`src/rtl/alarm_ring_ctrl_pkg.sv`:
```
`default_nettype none
// ============================================================================
// Module      : alarm_ring_ctrl_pkg
// Description : Shared state encoding, BCD MM:SS field layout and the
//               BCD digit check used by the alarm ring controller.
// Revision    : 1.0 - initial release
// ============================================================================
package alarm_ring_ctrl_pkg;

    typedef enum logic [1:0] {
        ST_IDLE    = 2'd0,
        ST_ARMED   = 2'd1,
        ST_RINGING = 2'd2,
        ST_SNOOZE  = 2'd3
    } state_e;

    localparam logic [3:0] c_BCD_MAX      = 4'd9;
    localparam int         c_SEC_ONES_LSB = 0;
    localparam int         c_SEC_TENS_LSB = 4;
    localparam int         c_MIN_ONES_LSB = 8;
    localparam int         c_MIN_TENS_LSB = 12;

    function automatic logic bcd_valid(input logic [15:0] v);
        return (v[c_SEC_ONES_LSB +: 4] <= c_BCD_MAX) &&
               (v[c_SEC_TENS_LSB +: 4] <= c_BCD_MAX) &&
               (v[c_MIN_ONES_LSB +: 4] <= c_BCD_MAX) &&
               (v[c_MIN_TENS_LSB +: 4] <= c_BCD_MAX);
    endfunction

endpackage
`default_nettype wire

```
`src/rtl/alarm_ring_ctrl_if.sv`:
```
`default_nettype none
// ============================================================================
// Module      : alarm_ring_ctrl_if
// Description : Alarm value, timekeeping, button and ring/display signals
//               between the alarm ring controller and its neighbours.
// Revision    : 1.0 - initial release
// ============================================================================
interface alarm_ring_ctrl_if;
    logic [15:0] alarm;
    logic        alarm_valid;
    logic [15:0] cur_time;
    logic        sec_tick;
    logic        push_u;
    logic        push_c;
    logic        ring;
    logic        blink;
    logic        missed;
    logic        bad_alarm;
    logic [1:0]  state;
    logic [1:0]  snooze_used;

    modport master (
        output alarm, alarm_valid, cur_time, sec_tick, push_u, push_c,
        input  ring, blink, missed, bad_alarm, state, snooze_used
    );

    modport slave (
        input  alarm, alarm_valid, cur_time, sec_tick, push_u, push_c,
        output ring, blink, missed, bad_alarm, state, snooze_used
    );
endinterface
`default_nettype wire

```
`src/rtl/alarm_ring_ctrl_sec_counter.sv`:
```
`default_nettype none
// ============================================================================
// Module      : alarm_sec_counter
// Description : 8-bit seconds counter, load or decrement-on-tick, with a
//               done strobe on the tick that consumes the last second.
// Revision    : 1.0 - initial release
// ============================================================================
module alarm_sec_counter (
    input  wire logic       clk,
    input  wire logic       rst,
    input  wire logic       i_load,
    input  wire logic [7:0] i_load_val,
    input  wire logic       i_tick,
    output logic            o_done
);

    logic [7:0] cnt_q;
    logic [7:0] cnt_d;

    always_comb begin
        cnt_d = cnt_q;
        if (i_load) begin
            cnt_d = i_load_val;
        end else if (i_tick && (cnt_q != 8'd0)) begin
            cnt_d = cnt_q - 8'd1;
        end
    end

    always_ff @(posedge clk) begin
        if (rst) begin
            cnt_q <= 8'd0;
        end else begin
            cnt_q <= cnt_d;
        end
    end

    assign o_done = i_tick && !i_load && (cnt_q == 8'd1);

endmodule
`default_nettype wire

```
`src/rtl/alarm_ring_ctrl.sv`:
```
`default_nettype none
// ============================================================================
// Module      : alarm_ring_ctrl
// Description : Arms on a valid BCD alarm, rings on a per-second match,
//               handles dismiss, auto-timeout and (ALARM_SNOOZE_EN) snooze.
// Revision    : 1.0 - initial release
// ============================================================================
module alarm_ring_ctrl
    import alarm_ring_ctrl_pkg::*;
#(
    parameter int RING_SEC   = 30,
    parameter int SNOOZE_SEC = 60,
    parameter int MAX_SNOOZE = 3
) (
    input  wire logic         clk,
    input  wire logic         resetn,
    alarm_ring_ctrl_if.slave  bus
);

    if ((RING_SEC < 1) || (RING_SEC > 255) || (SNOOZE_SEC < 1) ||
        (SNOOZE_SEC > 255) || (MAX_SNOOZE < 0) || (MAX_SNOOZE > 3)) begin : g_param_check
        $error("alarm_ring_ctrl: parameter out of range");
    end

    localparam logic [7:0] c_RING_LOAD = 8'(RING_SEC);

    state_e      state_q, state_d;
    logic [15:0] alarm_q, alarm_d;
    logic        ring_q, ring_d;
    logic        blink_q, blink_d;
    logic        missed_q, missed_d;
    logic        bad_alarm_q, bad_alarm_d;

    logic        w_match;
    logic        w_ring_load;
    logic        w_ring_done;
    logic        w_to_armed;

    assign w_match = bus.sec_tick && (bus.cur_time == alarm_q);

    alarm_sec_counter u_ring_cnt (
        .clk        (clk),
        .rst        (resetn),
        .i_load     (w_ring_load),
        .i_load_val (c_RING_LOAD),
        .i_tick     (bus.sec_tick),
        .o_done     (w_ring_done)
    );

`ifdef ALARM_SNOOZE_EN
    localparam logic [7:0] c_SNZ_LOAD   = 8'(SNOOZE_SEC);
    localparam logic [1:0] c_MAX_SNOOZE = 2'(MAX_SNOOZE);

    logic [1:0] snooze_used_q, snooze_used_d;
    logic       w_snz_load;
    logic       w_snz_done;

    alarm_sec_counter u_snz_cnt (
        .clk        (clk),
        .rst        (resetn),
        .i_load     (w_snz_load),
        .i_load_val (c_SNZ_LOAD),
        .i_tick     (bus.sec_tick),
        .o_done     (w_snz_done)
    );
`endif

    always_comb begin
        state_d     = state_q;
        alarm_d     = alarm_q;
        ring_d      = ring_q;
        blink_d     = blink_q;
        missed_d    = missed_q;
        bad_alarm_d = bad_alarm_q;
        w_ring_load = 1'b0;
        w_to_armed  = 1'b0;
`ifdef ALARM_SNOOZE_EN
        snooze_used_d = snooze_used_q;
        w_snz_load    = 1'b0;
`endif

        // Dismiss always acknowledges a missed alarm, whatever else happens.
        if (bus.push_c) begin
            missed_d = 1'b0;
        end

        if (!bus.alarm_valid) begin
            state_d = ST_IDLE;
            ring_d  = 1'b0;
            blink_d = 1'b0;
`ifdef ALARM_SNOOZE_EN
            snooze_used_d = 2'd0;
`endif
        end else begin
            case (state_q)
                ST_IDLE: begin
                    if (bcd_valid(bus.alarm)) begin
                        alarm_d     = bus.alarm;
                        bad_alarm_d = 1'b0;
                        missed_d    = 1'b0;
                        w_to_armed  = 1'b1;
                    end else begin
                        bad_alarm_d = 1'b1;
                    end
                end
                ST_ARMED: begin
                    if (!bus.push_c && w_match) begin
                        state_d     = ST_RINGING;
                        ring_d      = 1'b1;
                        blink_d     = 1'b1;
                        w_ring_load = 1'b1;
                    end
                end
                ST_RINGING: begin
                    if (bus.push_c) begin
                        w_to_armed = 1'b1;
                    end else if (w_ring_done) begin
                        w_to_armed = 1'b1;
                        missed_d   = 1'b1;
                    end else begin
                        if (bus.sec_tick) begin
                            blink_d = ~blink_q;
                        end
`ifdef ALARM_SNOOZE_EN
                        if (bus.push_u && (snooze_used_q < c_MAX_SNOOZE)) begin
                            state_d       = ST_SNOOZE;
                            ring_d        = 1'b0;
                            blink_d       = 1'b0;
                            snooze_used_d = snooze_used_q + 2'd1;
                            w_snz_load    = 1'b1;
                        end
`endif
                    end
                end
`ifdef ALARM_SNOOZE_EN
                ST_SNOOZE: begin
                    if (bus.push_c) begin
                        w_to_armed = 1'b1;
                    end else if (w_snz_done) begin
                        state_d     = ST_RINGING;
                        ring_d      = 1'b1;
                        blink_d     = 1'b1;
                        w_ring_load = 1'b1;
                    end
                end
`endif
                default: begin
                    state_d = ST_IDLE;
                    ring_d  = 1'b0;
                    blink_d = 1'b0;
                end
            endcase

            if (w_to_armed) begin
                state_d = ST_ARMED;
                ring_d  = 1'b0;
                blink_d = 1'b0;
`ifdef ALARM_SNOOZE_EN
                snooze_used_d = 2'd0;
`endif
            end
        end
    end

    always_ff @(posedge clk) begin
        if (resetn) begin
            state_q     <= ST_IDLE;
            alarm_q     <= 16'h0000;
            ring_q      <= 1'b0;
            blink_q     <= 1'b0;
            missed_q    <= 1'b0;
            bad_alarm_q <= 1'b0;
`ifdef ALARM_SNOOZE_EN
            snooze_used_q <= 2'd0;
`endif
        end else begin
            state_q     <= state_d;
            alarm_q     <= alarm_d;
            ring_q      <= ring_d;
            blink_q     <= blink_d;
            missed_q    <= missed_d;
            bad_alarm_q <= bad_alarm_d;
`ifdef ALARM_SNOOZE_EN
            snooze_used_q <= snooze_used_d;
`endif
        end
    end

    assign bus.ring      = ring_q;
    assign bus.blink     = blink_q;
    assign bus.missed    = missed_q;
    assign bus.bad_alarm = bad_alarm_q;
    assign bus.state     = state_q;
`ifdef ALARM_SNOOZE_EN
    assign bus.snooze_used = snooze_used_q;
`else
    assign bus.snooze_used = 2'd0;
`endif

endmodule
`default_nettype wire

```
`src/flat_wrapper.sv`:
```
// flat-port wrapper written by rule: the top's interface ports become plain ports
module alarm_ring_ctrl_flat import alarm_ring_ctrl_pkg::*;
#(
    parameter int RING_SEC   = 30,
    parameter int SNOOZE_SEC = 60,
    parameter int MAX_SNOOZE = 3
)
  (clk, resetn, bus_alarm, bus_alarm_valid, bus_cur_time, bus_sec_tick, bus_push_u, bus_push_c, bus_ring, bus_blink, bus_missed, bus_bad_alarm, bus_state, bus_snooze_used);
  alarm_ring_ctrl_if bus_i ();
  input  wire logic clk;
  input  wire logic resetn;
  input wire logic [$bits(bus_i.alarm)-1:0] bus_alarm;
  input wire logic [$bits(bus_i.alarm_valid)-1:0] bus_alarm_valid;
  input wire logic [$bits(bus_i.cur_time)-1:0] bus_cur_time;
  input wire logic [$bits(bus_i.sec_tick)-1:0] bus_sec_tick;
  input wire logic [$bits(bus_i.push_u)-1:0] bus_push_u;
  input wire logic [$bits(bus_i.push_c)-1:0] bus_push_c;
  output wire logic [$bits(bus_i.ring)-1:0] bus_ring;
  output wire logic [$bits(bus_i.blink)-1:0] bus_blink;
  output wire logic [$bits(bus_i.missed)-1:0] bus_missed;
  output wire logic [$bits(bus_i.bad_alarm)-1:0] bus_bad_alarm;
  output wire logic [$bits(bus_i.state)-1:0] bus_state;
  output wire logic [$bits(bus_i.snooze_used)-1:0] bus_snooze_used;
  assign bus_i.alarm = bus_alarm;
  assign bus_i.alarm_valid = bus_alarm_valid;
  assign bus_i.cur_time = bus_cur_time;
  assign bus_i.sec_tick = bus_sec_tick;
  assign bus_i.push_u = bus_push_u;
  assign bus_i.push_c = bus_push_c;
  assign bus_ring = bus_i.ring;
  assign bus_blink = bus_i.blink;
  assign bus_missed = bus_i.missed;
  assign bus_bad_alarm = bus_i.bad_alarm;
  assign bus_state = bus_i.state;
  assign bus_snooze_used = bus_i.snooze_used;
  alarm_ring_ctrl #(.RING_SEC(RING_SEC), .SNOOZE_SEC(SNOOZE_SEC), .MAX_SNOOZE(MAX_SNOOZE)) u_core (.clk(clk), .resetn(resetn), .bus(bus_i));
endmodule
```
`config.mk`:
```
export PLATFORM = sky130hd
export DESIGN_NAME = alarm_ring_ctrl_flat
export DESIGN_NICKNAME = d
export VERILOG_FILES = /design/src/rtl/alarm_ring_ctrl_pkg.sv /design/src/rtl/alarm_ring_ctrl_if.sv /design/src/rtl/alarm_ring_ctrl_sec_counter.sv /design/src/rtl/alarm_ring_ctrl.sv /design/src/flat_wrapper.sv
export SDC_FILE = /design/constraint.sdc
export NUM_CORES = 1
export LEC_CHECK = 0
export CAP_MARGIN = 20
export CELL_PAD_IN_SITES_DETAIL_PLACEMENT = 0
export CELL_PAD_IN_SITES_GLOBAL_PLACEMENT = 1
export CORE_ASPECT_RATIO = 2
export CORE_MARGIN = 5
export CORE_UTILIZATION = 37
export DETAILED_ROUTE_END_ITERATION = 10
export PLACE_DENSITY_LB_ADDON = 0.12
export SLEW_MARGIN = 20
export SYNTH_ARGS = -nofsm -noshare
export SYNTH_HDL_FRONTEND = slang
export SYNTH_SLANG_ARGS = --single-unit
```
`constraint.sdc`:
```
create_clock -name clk -period 5.7 [get_ports clk]
set_input_delay 1.14 -clock clk [delete_from_list [all_inputs] [get_ports clk]]
set_output_delay 1.14 -clock clk [all_outputs]
set_load 0.02 [all_outputs]
```
==> Word level (Yosys, flattened, before mapping) <==
Cells that the tools add are included.
{ "word_totals": {"latch_bits": 0, "ram_bits": 0, "input_bits": 38, "rom_bits": 0, "word_cells": 76, "regBits": 30, "memories": 0, "out_inout_bits": 8} }
{ "classes": {"shifts": 0, "div_mod_pow": 0, "add_sub_neg": 1, "reduce_logical": 22, "n_eq_ne": 10, "multipliers": 0, "n_bitwise": 4, "n_lt_le_gt_ge": 4, "n_mux": 26} }
{ "op_table": {"columns": ["operator", "count"], "rows": [
  ["2-to-1 mux 1 bit", 18],
  ["== test 16 bit", 1],
  ["<= comparator 4 bit (second input constant)", 4],
  ["2-to-1 mux 5 bit", 2],
  ["== test 8 x 1 -> 1 bit (second input constant)", 1],
  ["logical AND 1 bit", 8],
  ["nonzero test 8 bit", 1],
  ["subtractor 8 x 1 -> 8 bit (second input constant)", 1],
  ["inequality test 2 bit (second input constant)", 3],
  ["case mux 1 bit (2 select lines)", 3],
  ["AND reduction 2 bit", 3],
  ["OR reduction 2 bit", 3],
  ["AND reduction 5 bit", 1],
  ["inequality test 2 x 1 -> 1 bit (second input constant)", 2],
  ["NOT 1 bit", 4],
  ["case mux 2 bit (2 select lines)", 1],
  ["inequality test 3 x 1 -> 1 bit (second input constant)", 1],
  ["case mux 1 bit (3 select lines)", 1],
  ["AND reduction 3 bit", 1],
  ["OR reduction 3 bit", 1],
  ["== test 2 x 1 -> 1 bit (second input constant)", 1],
  ["== test 2 bit (second input constant)", 1],
  ["logical NOT 1 bit", 2],
  ["logical NOT 2 bit", 1],
  ["other kinds (2)", 2]
]} }

==> Logic depth before layout (Yosys ltp) <==
{ "logic_depth": {"ltp_word": 15, "mapped_depth": 7, "mapped_depth_nobuf": 7} }

==> Modules after synthesis <==
From an unflattened synthesis, not the netlist that was laid out.
{ "unflattened": {"cells_unflattened": 204, "area_unflattened_um2": 1660.3} }
{ "by_module_without_submodules": {"columns": ["module", "cells_each", "instances", "seq_area_each_um2", "area_each_um2"], "rows": [
  ["alarm_ring_ctrl", 141, 1, 420.4, 1109.8],
  ["alarm_sec_counter", 63, 1, 160.2, 550.5]
]} }

==> Worst setup path before layout <==
No wires, ideal clock.
{ "synth_path": {"path_type": "input port to flip-flop", "start": "input port bus_cur_time[15]", "end": "register u_core.state_q[0] (netlist: u_core.bus.state[0])", "setup_ps": 116, "cell_stages": 6, "slack_ps": 3093, "required_ps": 5584, "t_arrival_ps": 2492, "n_path_buf": 0, "path_cell_list": "xor2_1 -> nor4_1 -> nand4_1 -> nor4_4 -> o22ai_1 -> a31o_1"} }
{ "synth_between": {"elab_chain_cells": 15, "word_cells_on_any_way": 17, "classes_between": "3 x eq/ne; 8 x mux; 6 x reduce/logical"} }
{ "synth_rtl": {"columns": ["element", "line", "text"], "rows": [
  ["start: declaration", "flat_wrapper.sv:14", "input wire logic [$bits(bus_i.cur_time)-1:0] bus_cur_time;"],
  ["== test 16 bit *", "alarm_ring_ctrl.sv:39", "assign w_match = bus.sec_tick && (bus.cur_time == alarm_q);"],
  ["logical AND 1 bit *", "alarm_ring_ctrl.sv:39", null],
  ["logical AND 1 bit *", "alarm_ring_ctrl.sv:107", "if (!bus.push_c && w_match) begin"],
  ["2-to-1 mux 1 bit", "alarm_ring_ctrl.sv:107", null],
  ["2-to-1 mux 1 bit", "alarm_ring_ctrl.sv:95", "case (state_q)"],
  ["2-to-1 mux 1 bit", "alarm_ring_ctrl.sv:87", "if (!bus.alarm_valid) begin"],
  ["logical NOT 1 bit", "alarm_ring_ctrl_sec_counter.sv:37", "assign o_done = i_tick && !i_load && (cnt_q == 8'd1);"],
  ["logical AND 1 bit (2 in series)", "alarm_ring_ctrl_sec_counter.sv:37", null],
  ["2-to-1 mux 1 bit", "alarm_ring_ctrl.sv:117", "end else if (w_ring_done) begin"],
  ["2-to-1 mux 1 bit", "alarm_ring_ctrl.sv:115", "if (bus.push_c) begin"],
  ["case mux 1 bit (2 select lines)", "alarm_ring_ctrl.sv:95", null],
  ["2-to-1 mux 1 bit", "alarm_ring_ctrl.sv:87", null],
  ["inequality test 3 x 1 -> 1 bit (no source line) / inequality test 2 x 1 -> 1 bit (equally long branches)", null, null],
  ["AND reduction 2 bit (no source line)", null, null],
  ["end signal: assignment", "alarm_ring_ctrl.sv:177", "state_q <= state_d;"],
  ["end: declaration", "alarm_ring_ctrl.sv:27", "state_e state_q, state_d;"]
]} }
Every way passes the cells marked *; elsewhere a longest branch is shown, timed or not. The select of a mux whose other input is x is not followed.
A chain may end at the register's enable or synchronous reset.

==> Final worst setup path <==
{ "layout_path": {"start": "input port bus_cur_time[4]", "end": "register u_core.state_q[0] (netlist: u_core.bus.state[0])"} }
The elaborated chain is that of the path after synthesis.

==> results.md <==
Run status:
- The flow ran to the end, and the final reports show no timing, DRC or antenna violations.

Cells and area:
- The final-layout fill cell count is 450.
- The utilization after layout is 50.7%.
- From synthesis to final layout, the design area changed by 34.7%.
- The number of antenna cells inserted is 0.
- The number of nets in the final layout is 288.
- After routing the design area is 0.00218 mm^2.
- Of the cells placed in the final design, the portion with a size suffix greater than 1 is approximately 5.7%.

Timing:
- The total setup violations reported at the end of the flow is 0.
- The shortest period the worst path allows is 3120 ps.
- The sum of negative setup slack is 0 ps.
- The remaining max-slew budget at the tightest pin is about a quarter.
- The count of final max-slew check failures was 0.
- The slew at the pin closest to its max-slew limit is approximately 1100 ps.
- Dividing the final minimum period by the clock period gives 54.8%.
- The final-report hold violation count was 0.
- The worst-case clock skew is 5.58 ps.
- The highest clock rate is 320 MHz.
- Setup repair after global routing left no endpoint under its margin.

Floorplan:
- In this run the vertical extent of the chip is 104 um.
- The width of the die is between 50 and 60 um.
- After floorplanning, the core was divided into 34 placement rows.
- The number of primary I/O pins is 46.
- The effective utilization at floorplan is ~38%.
- The core area is 0.00430 mm^2.
- The area of the die is between 0.005 and 0.006 mm^2.

Place:
- The routability congestion estimate from global placement is 0.700.
- Summed over all nets, the half-perimeter wirelength after detailed placement is 3230 um.
- During placement, the flow inserted port buffers numbering 42.
- Summing all placed instances gives a cell area of 0.00208 mm^2.

Route:
- The number of iterations in the first detailed-routing pass is 4.
- The via total after detailed routing is 1,558.
- The total DRC errors in the routed layout is 0.
- Dividing the detail-routed via count by the number of cells gives 5.23.
- The number of DRC markers in iteration 0 is 28.
- After detailed routing, the average wire length per cell comes to 14.1 um.
- The residual antenna-violating net count after detailed routing is 0.
- Wires add up to 4200 um.

Global route:
- Entering global routing, the biggest net connects 28 pins.
- The global-route usage over all layers is ~15%.
- The number of antenna violations at the first check in global routing came to 0.
- The number of global-route vias before repair is 1,595.
- The remaining global-route overflow is 0.
- The first global-routing pass estimated 7020 um of wire.

Clock tree:
- In this run the number of H-tree levels came out at 2.
- The root cell of the clock tree is sky130_fd_sc_hd__clkbuf_8.
- The clock buffer count from CTS is 5.
- The hold-fix buffer count after cts is 0.
- The clock-pin slew reported for the worst setup and hold paths after clock tree synthesis is ~60 ps.
- Buffers added to address setup during post-CTS repair amount to 0.
- The maximum buffer depth of the clock tree is 2.
- The number of cells upsized or downsized after cts is 0.
- The clock insertion delay at the later pin of the skew report is between 200 and 300 ps.
- The CTS tree is built.
- The clock sink count is 29.

Worst setup path:
- The largest single stage delay on the critical path is 550 ps.
- The critical path arrival is 3290 ps.
- The register-to-register setup slack is 3340 ps.
- The number of cells on the worst reg-to-reg path is 7.
- The cell family contributing the most delay on the critical path is simple AND/OR/NAND/NOR gates.
- The worst register-to-register path ends at u_core.alarm_q[10].
- For this design, the slowest cell found on the critical path is sky130_fd_sc_hd__nor4_4.
- The number of buffers and inverters on the critical path is 1.
- Of all nets on the critical path, the largest fanout is 6.
- Walking the worst path, the cells encountered are clkdlybuf4s50_1 > and2b_1 > nor4_2 > nand4_1 > nor4_4 > o22ai_1 > a31o_1.
- The startpoint identified for the worst register-to-register timing path is u_core.bus.ring.
- Data on the critical path is required at its endpoint by 5860 ps.
- The worst setup path is launched from an input pin.
- The type of element capturing the critical path is a register.
- The category of the critical setup timing path is in2reg.

Synthesis:
- The mean area per synthesized cell is between 8 and 9 um^2.
- Sequential elements use between 30% and 40% of the synthesized area.
- After synthesis, the cell types taking the most area are sky130_fd_sc_hd__dfxtp_1 36%, sky130_fd_sc_hd__a21oi_1 8.0%, sky130_fd_sc_hd__o21ai_0 7.1%.
- In this run, synthesis inferred 0 flip-flops with an integrated enable.
- The area share of the largest cell type after synthesis is 35.9%.
- The count of different cell masters after synthesis is 37.
- The netlist area before placement is 0.00162 mm^2.
- The number of synthesis warnings is 0.
- The commonest register cell after synthesis is sky130_fd_sc_hd__dfxtp_1.
- The total of flip-flops plus latches after synthesis is 29.
- Ranked by instance count, the synthesized netlist is headed by 29 x sky130_fd_sc_hd__dfxtp_1, 26 x sky130_fd_sc_hd__a21oi_1, 24 x sky130_fd_sc_hd__nand2_1, 23 x sky130_fd_sc_hd__o21ai_0, 12 x sky130_fd_sc_hd__xor2_1.
- The share of flip-flops with an asynchronous set or reset after synthesis is 0%.
- The instance count of the mapped netlist is 202.
- The most instantiated library cell after synthesis is sky130_fd_sc_hd__dfxtp_1.
- The cell accounting for the most synthesized area is sky130_fd_sc_hd__dfxtp_1.

Pwr:
- The maximum ir drop on the vdd rail is about 0.18 mV.
- Power spread over the standard cell area amounts to 307 mW/mm^2.
- The leakage dissipation is 0.000803 uW.

Min path:
- The startpoint of the most critical hold path is u_core.alarm_q[2].
- The worst hold path was traced through 2 stages.
- The end point of the most critical hold path is u_core.alarm_q[2].
- The min-delay analysis places its worst path in the category reg2reg.

Run:
- Max-cap violations in this run came to 0.
through the flow:
step | power [uW] | setup slack (ps) | hold WS (ps) | std cells
after floorplan | 412 | 3090 | 462 | 203
after global placement | 472 | 2220 | 472 | 291
after detailed placement | 473 | 2210 | 478 | 291
after CTS | 679 | 2490 | 485 | 298
after global routing | 720 | 2370 | 509 | 298
final | 668 | 2580 | 483 | 298
layer usage:
layer  up-vias  GRT usage (%)  part of all wire, %
met3         4           3.11                  4.4
li1        782              -                    -
met5         -              0                    0
met1       728           15.8                   38
met4         0           4.48                  1.1
met2        44           28.4                   57
sequential cells by signal, indices dropped and copies added (netlist names):
| register | cells |
|---|---|
| u_core.bus.ring | 1 |
| u_core.u_ring_cnt.cnt_q | 8 |
| u_core.bus.blink | 1 |
| u_core.bus.state | 1 |
| u_core.alarm_q | 16 |
| u_core.bus.bad_alarm | 1 |
| u_core.bus.missed | 1 |
power breakdown:
| part | internal, uW | switching (uW) |
|---|---|---|
| Combinational | 105 | 96.3 |
| Clock | 127 | 75.4 |
| Sequential | 233 | 30.8 |
| Total | 466 | 202 |
worst reg2reg max path: cells and delay by family (launching register included):
kind | cells | cell delay [ps]
and+or+nand+nor | 3 | 1140
buffers and inverters | 2 | 390
DFF | 1 | 340
adders and majority gates | 1 | 300
AOI/OAI and AO/OA | 1 | 120
logic make-up (layout without fill, tap and decap cells):
family                   after synthesis  in the layout  synth area share (%)
AO/OA/AOI/OAI                         61             61                  21.0
AND/OR/NAND/NOR                       65             65                  22.4
adder cells (fa/ha/maj)                6              6                  4.64
XOR/XNOR                              19             19                  10.3
other                                  1              2                 0.232
buffers and inverters                 21             62                  5.57
flip-flops                            29             29                  35.9
cells in the final DEF, fill, tap and decap left out, types with 3 or more instances in the layout:
cell and n:
sky130_fd_sc_hd__nor3_1 9, sky130_fd_sc_hd__xnor2_1 7, sky130_fd_sc_hd__nand2_1 24, sky130_fd_sc_hd__clkdlybuf4s50_1 42, sky130_fd_sc_hd__nor2b_1 5, sky130_fd_sc_hd__ha_1 6
sky130_fd_sc_hd__nor4_1 3, sky130_fd_sc_hd__nand3_1 6, sky130_fd_sc_hd__nor2_1 6, sky130_fd_sc_hd__o21ai_0 23, sky130_fd_sc_hd__dfxtp_1 29, sky130_fd_sc_hd__a21oi_1 26
sky130_fd_sc_hd__xor2_1 12, sky130_fd_sc_hd__inv_1 11, sky130_fd_sc_hd__clkbuf_8 5
worst max path at each step:
stage | end | startpoint | slack (ps) | cells past startpoint
4_1_cts | u_core.bus.state[0] | bus_cur_time[15] | 2490 | 7
6_report | u_core.bus.state[0] | bus_cur_time[4] | 2580 | 7
3_3_place_gp | u_core.bus.state[0] | bus_cur_time[15] | 2220 | 7
3_5_place_dp | u_core.bus.state[0] | bus_cur_time[15] | 2210 | 7
2_1_floorplan | u_core.bus.state[0] | bus_cur_time[15] | 3090 | 6
5_1_grt | u_core.alarm_q[10] | bus_alarm_valid | 2370 | 6
layout make-up:
type | count | area (um^2) | share of cell area (%)
multi-input combinational | 153 | 951 | 43.6
sequential | 29 | 581 | 26.6
timing repair buffer | 44 | 435 | 20.0
clock buffer | 5 | 68.8 | 3.16
tap | 54 | 67.6 | 3.10
inverter | 11 | 41.3 | 1.89
clock inverter | 2 | 35.0 | 1.61
Note: power is estimated with default switching activity, not from simulation.
